--- src/rtl/reg_scoreboard_if.sv ---
// rtl/reg_scoreboard_if.sv - issue/writeback/operand-check bundle for reg_scoreboard
interface reg_scoreboard_if #(
   parameter int SEL_W = 3
);
   localparam int NUM_REGS = 2**SEL_W;

   logic                issue_en;
   logic [SEL_W-1:0]    issue_sel;
   logic                wb_en;
   logic [SEL_W-1:0]    wb_sel;
   logic                rs_chk;
   logic [SEL_W-1:0]    rs_sel;
   logic                rt_chk;
   logic [SEL_W-1:0]    rt_sel;
   logic                flush;
   logic                stall;
   logic                issue_ack;
   logic [NUM_REGS-1:0] busy;
   logic                err_uflow;

   // Decode-stage side: drives requests, observes hazard results.
   modport master (
      output issue_en, issue_sel, wb_en, wb_sel,
      output rs_chk, rs_sel, rt_chk, rt_sel, flush,
      input  stall, issue_ack, busy, err_uflow
   );

   // Scoreboard side.
   modport slave (
      input  issue_en, issue_sel, wb_en, wb_sel,
      input  rs_chk, rs_sel, rt_chk, rt_sel, flush,
      output stall, issue_ack, busy, err_uflow
   );
endinterface

--- src/rtl/reg_scoreboard.sv ---
// rtl/reg_scoreboard.sv - per-register pending-write scoreboard; optional SCB_WB_BYPASS_EN
module reg_scoreboard #(
   parameter int SEL_W    = 3,
   parameter int MAX_PEND = 3,
   parameter int CNT_W    = 3
) (
   input logic              clk,
   input logic              rst_n,
   reg_scoreboard_if.slave  bus
);
   localparam int NUM_REGS = 2**SEL_W;
   localparam logic [CNT_W-1:0] C_MAX  = CNT_W'(MAX_PEND);
   localparam logic [CNT_W-1:0] C_ONE  = CNT_W'(1);
   localparam logic [CNT_W-1:0] C_ZERO = '0;

   logic [CNT_W-1:0]    r_cnt      [NUM_REGS];
   logic [CNT_W-1:0]    w_cnt_nxt  [NUM_REGS];
   logic [NUM_REGS-1:0] r_busy;
   logic [NUM_REGS-1:0] w_busy_nxt;
   logic [NUM_REGS-1:0] w_iss_oh;
   logic [NUM_REGS-1:0] w_wb_oh;
   logic                r_err_uflow;
   logic                w_uflow;
   logic                w_rs_haz;
   logic                w_rt_haz;
   logic                w_sat_haz;
   logic                w_stall;
   logic                w_issue_ack;

   // Hazard evaluation from registered state and raw inputs only, so issue_ack
   // never feeds back into stall.
   always_comb begin
      w_rs_haz = bus.rs_chk & r_busy[bus.rs_sel];
      w_rt_haz = bus.rt_chk & r_busy[bus.rt_sel];
`ifdef SCB_WB_BYPASS_EN
      // The last outstanding write commits this cycle and the register file
      // forwards its data, so the reader may proceed.
      w_rs_haz = w_rs_haz & ~(bus.wb_en & (bus.wb_sel == bus.rs_sel) &
                              (r_cnt[bus.rs_sel] == C_ONE));
      w_rt_haz = w_rt_haz & ~(bus.wb_en & (bus.wb_sel == bus.rt_sel) &
                              (r_cnt[bus.rt_sel] == C_ONE));
`endif
      // A saturated destination may still issue if a write to it retires now.
      w_sat_haz = bus.issue_en & (r_cnt[bus.issue_sel] == C_MAX) &
                  ~(bus.wb_en & (bus.wb_sel == bus.issue_sel));
      w_stall     = w_rs_haz | w_rt_haz | w_sat_haz;
      w_issue_ack = bus.issue_en & ~w_stall;
   end

   // One-hot decode of accepted issue and writeback destinations.
   always_comb begin
      w_iss_oh = '0;
      w_wb_oh  = '0;
      w_iss_oh[bus.issue_sel] = w_issue_ack;
      w_wb_oh[bus.wb_sel]     = bus.wb_en;
   end

   // Next counter values: flush wins, matched issue+writeback cancel out.
   always_comb begin
      w_uflow = 1'b0;
      for (int i = 0; i < NUM_REGS; i++) begin
         w_cnt_nxt[i] = r_cnt[i];
         if (bus.flush) begin
            w_cnt_nxt[i] = C_ZERO;
         end else begin
            case ({w_iss_oh[i], w_wb_oh[i]})
               2'b10: w_cnt_nxt[i] = r_cnt[i] + C_ONE;
               2'b01: begin
                  if (r_cnt[i] != C_ZERO) begin
                     w_cnt_nxt[i] = r_cnt[i] - C_ONE;
                  end else begin
                     w_uflow = 1'b1;
                  end
               end
               default: w_cnt_nxt[i] = r_cnt[i];
            endcase
         end
         w_busy_nxt[i] = (w_cnt_nxt[i] != C_ZERO);
      end
   end

   // Counter bank, busy vector and sticky underflow flag.
   always_ff @(posedge clk or negedge rst_n) begin
      if (!rst_n) begin
         for (int i = 0; i < NUM_REGS; i++) begin
            r_cnt[i] <= C_ZERO;
         end
         r_busy      <= '0;
         r_err_uflow <= 1'b0;
      end else begin
         for (int i = 0; i < NUM_REGS; i++) begin
            r_cnt[i] <= w_cnt_nxt[i];
         end
         r_busy <= w_busy_nxt;
         if (w_uflow) begin
            r_err_uflow <= 1'b1;
         end
      end
   end

   assign bus.stall     = w_stall;
   assign bus.issue_ack = w_issue_ack;
   assign bus.busy      = r_busy;
   assign bus.err_uflow = r_err_uflow;
endmodule
--- src/flat_wrapper.sv ---
// flat-port wrapper written by rule: the top's interface ports become plain ports
module reg_scoreboard_flat 
#(
   parameter int SEL_W    = 3,
   parameter int MAX_PEND = 3,
   parameter int CNT_W    = 3
)
  (clk, rst_n, bus_issue_en, bus_issue_sel, bus_wb_en, bus_wb_sel, bus_rs_chk, bus_rs_sel, bus_rt_chk, bus_rt_sel, bus_flush, bus_stall, bus_issue_ack, bus_busy, bus_err_uflow);
  reg_scoreboard_if #(.SEL_W(SEL_W)) bus_i ();
  input logic clk;
  input logic rst_n;
  input wire logic [$bits(bus_i.issue_en)-1:0] bus_issue_en;
  input wire logic [$bits(bus_i.issue_sel)-1:0] bus_issue_sel;
  input wire logic [$bits(bus_i.wb_en)-1:0] bus_wb_en;
  input wire logic [$bits(bus_i.wb_sel)-1:0] bus_wb_sel;
  input wire logic [$bits(bus_i.rs_chk)-1:0] bus_rs_chk;
  input wire logic [$bits(bus_i.rs_sel)-1:0] bus_rs_sel;
  input wire logic [$bits(bus_i.rt_chk)-1:0] bus_rt_chk;
  input wire logic [$bits(bus_i.rt_sel)-1:0] bus_rt_sel;
  input wire logic [$bits(bus_i.flush)-1:0] bus_flush;
  output wire logic [$bits(bus_i.stall)-1:0] bus_stall;
  output wire logic [$bits(bus_i.issue_ack)-1:0] bus_issue_ack;
  output wire logic [$bits(bus_i.busy)-1:0] bus_busy;
  output wire logic [$bits(bus_i.err_uflow)-1:0] bus_err_uflow;
  assign bus_i.issue_en = bus_issue_en;
  assign bus_i.issue_sel = bus_issue_sel;
  assign bus_i.wb_en = bus_wb_en;
  assign bus_i.wb_sel = bus_wb_sel;
  assign bus_i.rs_chk = bus_rs_chk;
  assign bus_i.rs_sel = bus_rs_sel;
  assign bus_i.rt_chk = bus_rt_chk;
  assign bus_i.rt_sel = bus_rt_sel;
  assign bus_i.flush = bus_flush;
  assign bus_stall = bus_i.stall;
  assign bus_issue_ack = bus_i.issue_ack;
  assign bus_busy = bus_i.busy;
  assign bus_err_uflow = bus_i.err_uflow;
  reg_scoreboard #(.SEL_W(SEL_W), .MAX_PEND(MAX_PEND), .CNT_W(CNT_W)) u_core (.clk(clk), .rst_n(rst_n), .bus(bus_i));
endmodule
--- config.mk ---
export PLATFORM = sky130hd
export DESIGN_NAME = reg_scoreboard_flat
export DESIGN_NICKNAME = d
export VERILOG_FILES = /design/src/rtl/reg_scoreboard_if.sv /design/src/rtl/reg_scoreboard.sv /design/src/flat_wrapper.sv
export SDC_FILE = /design/constraint.sdc
export NUM_CORES = 1
export LEC_CHECK = 0
export ABC_AREA = 1
export BUFFER_PORTS_ARGS = -buffer_cell sky130_fd_sc_hd__buf_2
export CAP_MARGIN = 20
export CORE_MARGIN = 2
export CORE_UTILIZATION = 30
export DETAILED_ROUTE_END_ITERATION = 7
export PLACE_DENSITY = 0.49
export SETUP_SLACK_MARGIN = 0.02
export SYNTH_ARGS = -nofsm -noshare
export SYNTH_HDL_FRONTEND = slang
export SYNTH_SLANG_ARGS = --single-unit
--- constraint.sdc ---
create_clock -name clk -period 5.2 [get_ports clk]
set_input_delay 0.52 -clock clk [delete_from_list [all_inputs] [get_ports clk]]
set_output_delay 0.52 -clock clk [all_outputs]
set_load 0.02 [all_outputs]
==> impl_results.md, run 1 <==
- Clk_skew: between 0.005 and 0.006 ns
- Most frequent cells after synthesis: nand2_1, inv_1, nand3_1
- Largest net degree at the start of global routing: 34
- Yosys cell types: 28
- Switch share: 30.5%
- Clock sink count: 33
- Max-capacitance violation count: 0
- Worst path required time: around 4.7 ns
- Global Route Usage Sum: ~15%
- Cts repair resizes: 0
- Initial Utilization: 30.9%
- Clock Latency Late Sink: around 0.28 ns
- Clock share of power: 34.6%
- TritonCTS buffer count: 5
- Pre-antenna DRT Iters: 5
- Vias in the first global route: 3125
- Seq cells post-synth: 33
- Post-Syn Area per Cell: between 6 and 7 um2
- Internal power: about 380 uW
- Slew headroom: a little over two fifths
- Buf/Inv on CP: 4
- Global-route wire length before repair: 14300 um
- Min-delay worst type: in -> async
- Ant. Diodes: 0
- Slowest-stage cell, CP: buf_2
- Via count: 3181
- Chip Width: 110 um
- Top sig layer: met4
- WL met3: 310 um
- Setup bufs post-CTS: 0
- Combinational share of power: 18.6%
- CTS tree: built
- Initial antenna violation count: 0
- Overflow after GRT: 0
- Tmin final: 2.47 ns
- Crit end category: output pin
- CP arrival: 1.95 ns
- Die footprint: ~0.012 mm2
- Fin. Hold Viols: 0
- ANT nets after route: 0
- Synth top area cells: dfrtp_1, nand2_1, ha_1
- Layout cells sized above 1: 10.5%
- Post-synth top flop: dfrtp_1
- Critical path type: in -> out
- Die Span Y: 110 um
- Detailed-route DRC error count: 0
- Initial drt markers: 97
- Final Cycle Share: a little under half
- Yosys warnings: 0
- RSZ-0062 raised after global routing: false
- Vias/cell: 4.54
- Cell taking the most area after synthesis: dfrtp_1
- Reg clk slew, reported paths: about 0.070 ns
- Met2 WL: 3990 um
- Power per cell area: 149 mW/mm2
- Wl on met1: roughly 4000 um
- Final setup fails: 0
- DR WL/cell: 12.0 um
- Final Wtd Congestion: 0.845
- Fin. max-slew vios: 0
- Lkg Pwr: 2.23 nW
- Critical Path Fanout Max: 18
- Area Growth Syn to Fin: 10.3%
- TNS Setup: 0 ns
- Sw Pwr: 168 uW
- Post-synth ARST share: 100%
- Io pins: 30
- Core box area: around 0.011 mm2
- Dpl hpwl: 6730 um
- Worst path cell trace: buf_2 -> inv_8 -> nand2_1 -> nand3_1 -> nand2_1 -> nor2_2 -> nor2_2 -> nand2_4 -> nand3_4 -> inv_2 -> buf_2
- Status: complete, no violations
- Max IR drop VDD: 0.0000857 V
- CTS Buffer Depth: 2
- Synth Net Count: 589
- Routed WL: around 8400 um
- Seq/Total Area, Yosys: 24.7%
- NumNets Final: 619
- Pwr Total: 551 uW
- Synth Instances: 530
- Hold-fix buffers, CTS: 0
- Port-buffer cells: 29
- F_max: 405 MHz
- H-Tree Depth: 2
- CP startpoint kind: input pin
- Crit-path leading delay family: simple AND/OR/NAND/NOR gates
- Post-synth top area share: 24.7%
- Crit path largest cell delay: 0.35 ns
- Seq pwr share: a little under half
- Worst-margin pin slew: 0.853 ns
- Post-synthesis cell area: between 0.003 and 0.004 mm2
- Clock Root Buffer: clkbuf_8
- Number of flops mapped to enable cells by yosys: 0
- Row count: 38
- Most frequent cell after synthesis: nand2_1
[layout make-up]
type	count	area [um2]
Clock buffer	8	80.1
Inverter	130	498
Tap cell	140	175
Sequential cell	33	826
Timing Repair Buffer	29	145
Fill cell	1199	7150
Multi-Input combinational cell	361	1970
[sequential cells by signal (all words and copies together) (netlist names)]
signal	cells
u_core.bus.err_uflow	1
u_core.r_cnt	24
u_core.bus.busy	8
[kinds of logic (layout without fill, tap and decap cells)]
kind of cell | after synthesis | in the layout | synth area share (%)
compound gates | 34 | 34 | 6.17
simple gates | 287 | 287 | 37.7
buf+inv | 136 | 167 | 16.5
flops | 33 | 33 | 24.7
fa+ha+maj | 40 | 40 | 15.0
[layout by cell type, fill, tap and decap left out, types with 3 or more instances in the layout]
master,count
nand2_1,148
inv_1,122
nand3_1,61
nor2_1,41
ha_1,40
dfrtp_1,33
buf_2,29
o21ai_0,15
nor2_2,13
nand4_1,10
a21oi_1,8
o221ai_1,8
nor3_1,7
inv_2,5
clkbuf_8,5
clkbuf_1,3
[power by group through the flow]
stage          registers (mW)  clock network, mW  logic, mW
6_report                0.258              0.191      0.103
5_1_grt                 0.257              0.210      0.118
4_1_cts                 0.257              0.201      0.104
3_5_place_dp            0.263                  0      0.103
3_3_place_gp            0.263                  0      0.104
2_1_floorplan           0.263                  0     0.0717
[stage by stage]
stage	instance area (um2)	worst slack [ns]	instances	utilization [%]	hold WS, ns
floorplan	3350	3.01	530	-	0.224
global placement	3610	2.57	693	33.3	0.456
detailed placement	3610	2.56	693	33.3	0.464
CTS	3690	2.73	701	34.0	0.365
global route	3690	2.55	701	34.0	0.395
finish	3690	2.73	701	34.0	0.334
[final timing paths]
check / from / slack, ns / end / depth (start not counted)
min reg2reg: u_core.bus.err_uflow$_DFFE_PN0P_ / 0.48 / u_core.bus.err_uflow$_DFFE_PN0P_ / 1
max: bus_issue_sel[0] / 2.73 / bus_issue_ack / 11
max in group asynchronous: rst_n / 4.36 / u_core.r_cnt[23]$_DFF_PN0_ / 1
min in group clk: bus_flush / 0.43 / u_core.bus.err_uflow$_DFFE_PN0P_ / 2
min: rst_n / 0.33 / u_core.r_cnt[9]$_DFF_PN0_ / 1
max reg2reg: u_core.r_cnt[6]$_DFF_PN0_ / 2.99 / u_core.bus.busy[1]$_DFF_PN0_ / 14
[routing by layer]
layer / GRT usage [%] / vias up
li1: - / 1687
met5: 0 / -
met3: 2.31 / 6
met4: 2.80 / 0
met2: 26.3 / 52
met1: 19.7 / 1436
Note: power is estimated with default switching activity, not from simulation.
==> inputs of run 2 (changes only) <==
- clock period: 5.2 -> 2.4 ns (I/O delays scaled with it)
==> run 2 against run 1 <==
Worst hold slack worse by 0.27 ns; critical path depth up 3; non-clock buffer count up 10; wire length up 1.6%; sequential power up 120%; sequential cell count unchanged; global-route usage up 0.21 points; die area unchanged; first-iteration DRC count up 37%; clock skew about the same; highest routed layer unchanged.
==> impl_results.md, run 2 (synthesis results as in run 1) <==
- Status: complete, no violations
- Max reg flops: 24 (unchanged)
- Largest net degree at the start of global routing: 34 (unchanged)
- Port-buffer cells: 29 (unchanged)
- RSZ-0062 raised after global routing: false
- Reg with most FFs: u_core.r_cnt
- Global Route Usage Sum: 15.3% (+0.21 points)
- Area Growth Syn to Fin: 13.1%
- ANT nets after route: 0 (unchanged)
- Final Wtd Congestion: 0.851 (+0.81%)
- Overflow after GRT: 0 (unchanged)
- GRT met3 Usage: 2.49% (+0.18 points)
- Row count: 38 (unchanged)
- Fin. Hold Viols: 0 (unchanged)
- Global-route wire length before repair: 14500 um (+1.3%)
- Chip Width: 110 um (unchanged)
- Io pins: 30 (unchanged)
- Max IR drop VDD: 0.000218 V (+150%)
- Routing usage on met1: 19.9% (+0.18 points)
- Lkg Pwr: 2.28 nW (+2.0%)
- Commonest non-fill, non-tap cell in the layout: nand2_1
- Final worst-path setup slack: 0.251 ns (-2.48 ns)
- Final setup fails: 0 (unchanged)
- CTS tree: built
- H-Tree Depth: 2 (unchanged)
- Worst slack, placed: 0.0596 ns (-2.50 ns)
- Clock Latency Late Sink: 0.28 ns (about the same)
- F_max: 465 MHz
- R2R Setup Slk: 0.25 ns (-2.74 ns)
- Tmin final: 2.15 ns
- Critical Path Fanout Max: 10 (-8)
- NumNets Final: 629 (+1.6%)
- Die footprint: 0.0120 mm2 (unchanged)
- TNS Setup: 0 ns (unchanged)
- Pre-antenna DRT Iters: 4 (-1)
- Final Cycle Share: 89.5%
- Inst Count DP: 702 (+1.3%)
- CP startpoint kind: register
- Vias in the first global route: 3182 (+1.8%)
- Critical path type: reg -> reg
- Initial Utilization: 30.9% (unchanged)
- Gr busiest metal: met2
- Detailed-route DRC error count: 0 (unchanged)
- CP arrival: 2.37 ns (+0.42 ns)
- Crit end category: register
- Worst R2R Path Depth: 14 (unchanged)
- Routed WL: 8540 um (+1.6%)
- Reg clk slew, reported paths: 0.07 ns (about the same)
- CP startpoint: u_core.r_cnt[10]$_DFF_PN0_
- Fin. max-slew vios: 0 (unchanged)
- Slew headroom: 43.9% (+0.84 points)
- Layout cells sized above 1: 13.2% (+2.6 points)
- DR WL/cell: 12.0 um (+0.32%)
- Core box area: 0.0108 mm2 (unchanged)
- Clock sink count: 33 (unchanged)
- Worst path required time: 2.62 ns (-2.06 ns)
- GR met2 Demand/Resource: 26.2% (-0.13 points)
- CTS Buffer Depth: 2 (unchanged)
- TritonCTS buffer count: 5 (unchanged)
- Max-capacitance violation count: 0 (unchanged)
- Hold-fix buffers, CTS: 0 (unchanged)
- Via count: 3259 (+2.5%)
- RR Endpoint: u_core.bus.busy[5]$_DFF_PN0_
- Die Span Y: 110 um (unchanged)
- Worst-margin pin slew: 0.841 ns (-0.0117 ns)
- Pwr Total: 1.23 mW (+120%)
- Initial antenna violation count: 0 (unchanged)
- Reg2reg start: u_core.r_cnt[10]$_DFF_PN0_
- CP Capture Point: u_core.bus.busy[5]$_DFF_PN0_
- Min-delay worst type: in -> async
- Final core occ: 34.9% (+0.84 points)
- Layout Cells excl Fill: 710 (+1.3%)
- Clock Root Buffer: clkbuf_8
- Ant. Diodes: 0 (unchanged)
- Commonest non-fill, non-tap cells in the layout: nand2_1, inv_1, nand3_1, nor2_1, ha_1
- Dpl hpwl: 6870 um (+2.0%)
- Initial drt markers: 133 (+37%)
- Vias/cell: 4.59 (+1.2%)
- Power per cell area: 324 mW/mm2 (+120%)
- Clk_skew: 0.00570 ns (+0.000466 ns)
## run 2: critical path, cell delays in order, from the launching register on
cell and delay (ns):
dfrtp_1 0.41, inv_1 0.16, nand2_2 0.07, nand3_1 0.08
nand2_1 0.06, nor2_1 0.11, nor2_2 0.06, nand2_4 0.13
nand3_4 0.17, nor2_2 0.13, ha_1 0.21, inv_1 0.07
o221ai_1 0.17, nand3_1 0.13, nand3_1 0.12
## run 2: routing by layer
layer | part of all wire, % | wire (um) | vias to the layer above
met5 | 0 | 0 | -
met4 | 1.0 | 87 | 0
met3 | 4.4 | 374 | 8
li1 | - | - | 1704
met1 | 47 | 4000 | 1475
met2 | 48 | 4080 | 72
## run 2: cell type report
cell class	instances	area, um2
flip-flops and latches	33	826
well taps	140	175
fillers	1178	7060
repair buffers	39	220
multi-input cells	361	1980
inverters	130	498
clock buffers	7	86.3
## run 2: repair_timing
action	CTS	global route
setup endpoints to repair	0	7
buffers inserted	0	1
gates resized for setup	0	5
## run 2: metrics by stage
| stage | hold WS [ns] | area [um2] |
|---|---|---|
| after CTS | 0.0802 | 3760 |
| after detailed placement | 0.388 | 3680 |
| after global routing | 0.135 | 3780 |
| after floorplan | -0.0556 | 3350 |
| final | 0.0647 | 3780 |
| after global placement | 0.393 | 3680 |
## run 2: worst min-delay path by stage
stage	from	slack, ns	depth (start not counted)	end
6_report	rst_n	0.06	1	u_core.r_cnt[10]$_DFF_PN0_
5_1_grt	rst_n	0.14	1	u_core.r_cnt[10]$_DFF_PN0_
4_1_cts	rst_n	0.08	1	u_core.r_cnt[10]$_DFF_PN0_
3_5_place_dp	rst_n	0.39	1	u_core.r_cnt[10]$_DFF_PN0_
3_3_place_gp	rst_n	0.39	1	u_core.r_cnt[10]$_DFF_PN0_
2_1_floorplan	rst_n	-0.06	0	u_core.bus.busy[0]$_DFF_PN0_
## run 2: power breakdown
group	total (mW)	switching, mW	internal (mW)
Sequential	0.558	0.000999	0.557
Clock	0.438	0.210	0.228
Combinational	0.230	0.157	0.0729
Total	1.23	0.369	0.858
==> inputs of run 3 (changes only) <==
- CORE_MARGIN: 2 -> 10
- PLACE_DENSITY: 0.49 -> unset
- SLEW_MARGIN: unset -> 20
==> run 3 against run 2 <==
Via count grew 0.86%; design area is essentially flat; maximum frequency is 0.30% lower; die area increased by 31%; core utilization decreased by 0.18 points; clock power down 1%; first-iteration DRC count grew 30%; count of clock-buffer cells in the layout is 2 lower; final cell count did not move.
==> impl_results.md, run 3 (synthesis results as in run 1) <==
- Inst Count DP: 701 (-0.14%)
- Die Span Y: 126 um (+15%)
- Clock sink count: 33 (unchanged)
- Global Route Usage Sum: 11.0% (-4.3 points)
- RR Endpoint: u_core.bus.busy[5]$_DFF_PN0_
- Power per cell area: 324 mW/mm2 (about the same)
- Dpl hpwl: 6970 um (+1.4%)
- Critical path depth: 15 (+1)
- Overflow after GRT: 0 (unchanged)
- FILL cells: 1153 (-2.1%)
- Worst slack, placed: 0.0811 ns (+0.0215 ns)
- Initial drt markers: 173 (+30%)
- Clock Root Buffer: clkbuf_8
- Critical Path Fanout Max: 11 (+1)
- Setup bufs post-CTS: 0 (unchanged)
- Crit-path leading delay family: simple AND/OR/NAND/NOR gates
- GR met2 Demand/Resource: 18.2% (-8.0 points)
- Reg with most FFs: u_core.r_cnt
- Worst path cell trace: inv_1 -> nand2_1 -> nand3_1 -> nand2_1 -> inv_1 -> nand2_1 -> nor2_2 -> nand2_4 -> nand3_2 -> nor2_2 -> ha_1 -> o21ai_0 -> nand3_1 -> nand3_1 -> nand3_1
- Buf/Inv on CP: 2 (unchanged)
- Die footprint: 0.0158 mm2 (+31%)
- Max IR drop VDD: 0.000218 V (+0.19%)
- CP Capture Point: u_core.bus.busy[5]$_DFF_PN0_
- Row count: 38 (unchanged)
- ANT nets after route: 0 (unchanged)
- RSZ-0062 raised after global routing: true
- CP startpoint kind: register
- Clk_skew: 0.00808 ns (+0.00238 ns)
- CTS Buffer Depth: 2 (unchanged)
- Final Cycle Share: 89.8% (+0.27 points)
- Status: complete, no violations
- Lkg Pwr: 2.27 nW (-0.16%)
- Slowest-stage cell, CP: dfrtp_1
- Core box area: 0.0109 mm2 (+0.44%)
- Initial antenna violation count: 0 (unchanged)
- Clock Latency Late Sink: 0.29 ns (about the same)
- CP startpoint: u_core.r_cnt[14]$_DFF_PN0_
- TritonCTS buffer count: 5 (unchanged)
- Chip Width: 126 um (+15%)
- Crit-path most repeated cell: nand3_1
- Worst-margin pin slew: 0.754 ns (-0.0873 ns)
- Worst path required time: 2.58 ns (-0.04 ns)
- Commonest non-fill, non-tap cell in the layout: nand2_1
- Reg2reg start: u_core.r_cnt[14]$_DFF_PN0_
- Critical path type: reg -> reg
- Worst R2R Path Depth: 15 (+1)
- Final Wtd Congestion: 0.898 (+5.5%)
- Pwr Total: 1.22 mW (-0.14%)
- Area Growth Syn to Fin: 13.0% (about the same)
- Via count: 3287 (+0.86%)
- Crit end category: register
- Final core occ: 34.7% (-0.18 points)
- Tmin final: 2.16 ns (+0.00648 ns)
- Global-route wire length before repair: 14700 um (+1.7%)
- Max-capacitance violation count: 0 (unchanged)
- Io pins: 30 (unchanged)
- Reg clk slew, reported paths: 0.08 ns (about the same)
- Vias/cell: 4.63 (+0.86%)
- Vias in the first global route: 3081 (-3.2%)
- DR WL/cell: 12.3 um (+2.5%)
- Layout cells sized above 1: 13.3% (+0.18 points)
- R2R Setup Slk: 0.24 ns (about the same)
- Fin. max-slew vios: 0 (unchanged)
- Final setup fails: 0 (unchanged)
- Commonest non-fill, non-tap cells in the layout: nand2_1, inv_1, nand3_1, nor2_1, ha_1
- NumNets Final: 628 (-0.16%)
- Min-delay worst type: in -> async
- Final worst-path setup slack: 0.245 ns (-0.00648 ns)
- Pre-antenna DRT Iters: 5 (+1)
- Largest net degree at the start of global routing: 34 (unchanged)
- F_max: 464 MHz (-0.30%)
- CP arrival: 2.33 ns (-0.04 ns)
- Fin. Hold Viols: 0 (unchanged)
- Max reg flops: 24 (unchanged)
- Crit path largest cell delay: 0.39 ns (-0.02 ns)
- Gr busiest metal: met2
- H-Tree Depth: 2 (unchanged)
- Routing usage on met1: 13.9% (-6.0 points)
- Layout Cells excl Fill: 710 (unchanged)
- Routed WL: 8760 um (+2.5%)
- Ant. Diodes: 0 (unchanged)
- CTS tree: built
- Detailed-route DRC error count: 0 (unchanged)
- Port-buffer cells: 29 (unchanged)
- Initial Utilization: 30.7% (-0.13 points)
- GRT met3 Usage: 2.07% (-0.42 points)
- Slew headroom: 49.7% (+5.8 points)
-- run 3: final cells by class --
class / count / area [um2] / share of cell area (%)
multi-input cells: 362 / 1990 / 52.6
clock inverters: 3 / 17.5 / 0.463
flip-flops and latches: 33 / 826 / 21.8
clock buffers: 5 / 68.8 / 1.82
repair buffers: 37 / 205 / 5.43
inverters: 130 / 500 / 13.2
well taps: 140 / 175 / 4.63
-- run 3: repair_timing --
action	4_1_cts	5_1_grt
endpoints found under the hold margin	0	0
resized for setup	0	8
endpoints found under the setup margin	0	10
hold buffers	0	0
-- run 3: worst min-delay path by stage --
stage / startpoint / depth (start not counted) / end / slack, ns
floorplan: rst_n / 0 / u_core.bus.busy[0]$_DFF_PN0_ / -0.06
global placement: rst_n / 1 / u_core.bus.busy[1]$_DFF_PN0_ / 0.36
detailed placement: rst_n / 1 / u_core.r_cnt[19]$_DFF_PN0_ / 0.36
CTS: rst_n / 1 / u_core.r_cnt[12]$_DFF_PN0_ / 0.04
global route: rst_n / 1 / u_core.r_cnt[12]$_DFF_PN0_ / 0.06
finish: rst_n / 1 / u_core.r_cnt[12]$_DFF_PN0_ / 0.01
-- run 3: where the power goes --
| part | leakage (nW) | total (mW) | switching (mW) | internal, mW |
|---|---|---|---|---|
| clock network | 0.0439 | 0.432 | 0.232 | 0.200 |
| registers | 0.456 | 0.558 | 0.00105 | 0.557 |
| logic | 1.77 | 0.235 | 0.162 | 0.0732 |
-- run 3: per-stage QoR --
step	instance area, um2	hold slack [ns]	TNS, ns
after global placement	3670	0.363	0
final	3780	0.0110	0
after detailed placement	3670	0.364	0
after floorplan	3350	-0.0556	0
after global routing	3780	0.0637	-0.00666
after CTS	3760	0.0389	0
-- run 3: per-layer routing --
metal,part of all wire (%),vias up
li1,-,1703
met1,47,1488
met2,46,84
met3,4.9,12
met4,2.3,0
met5,0,-
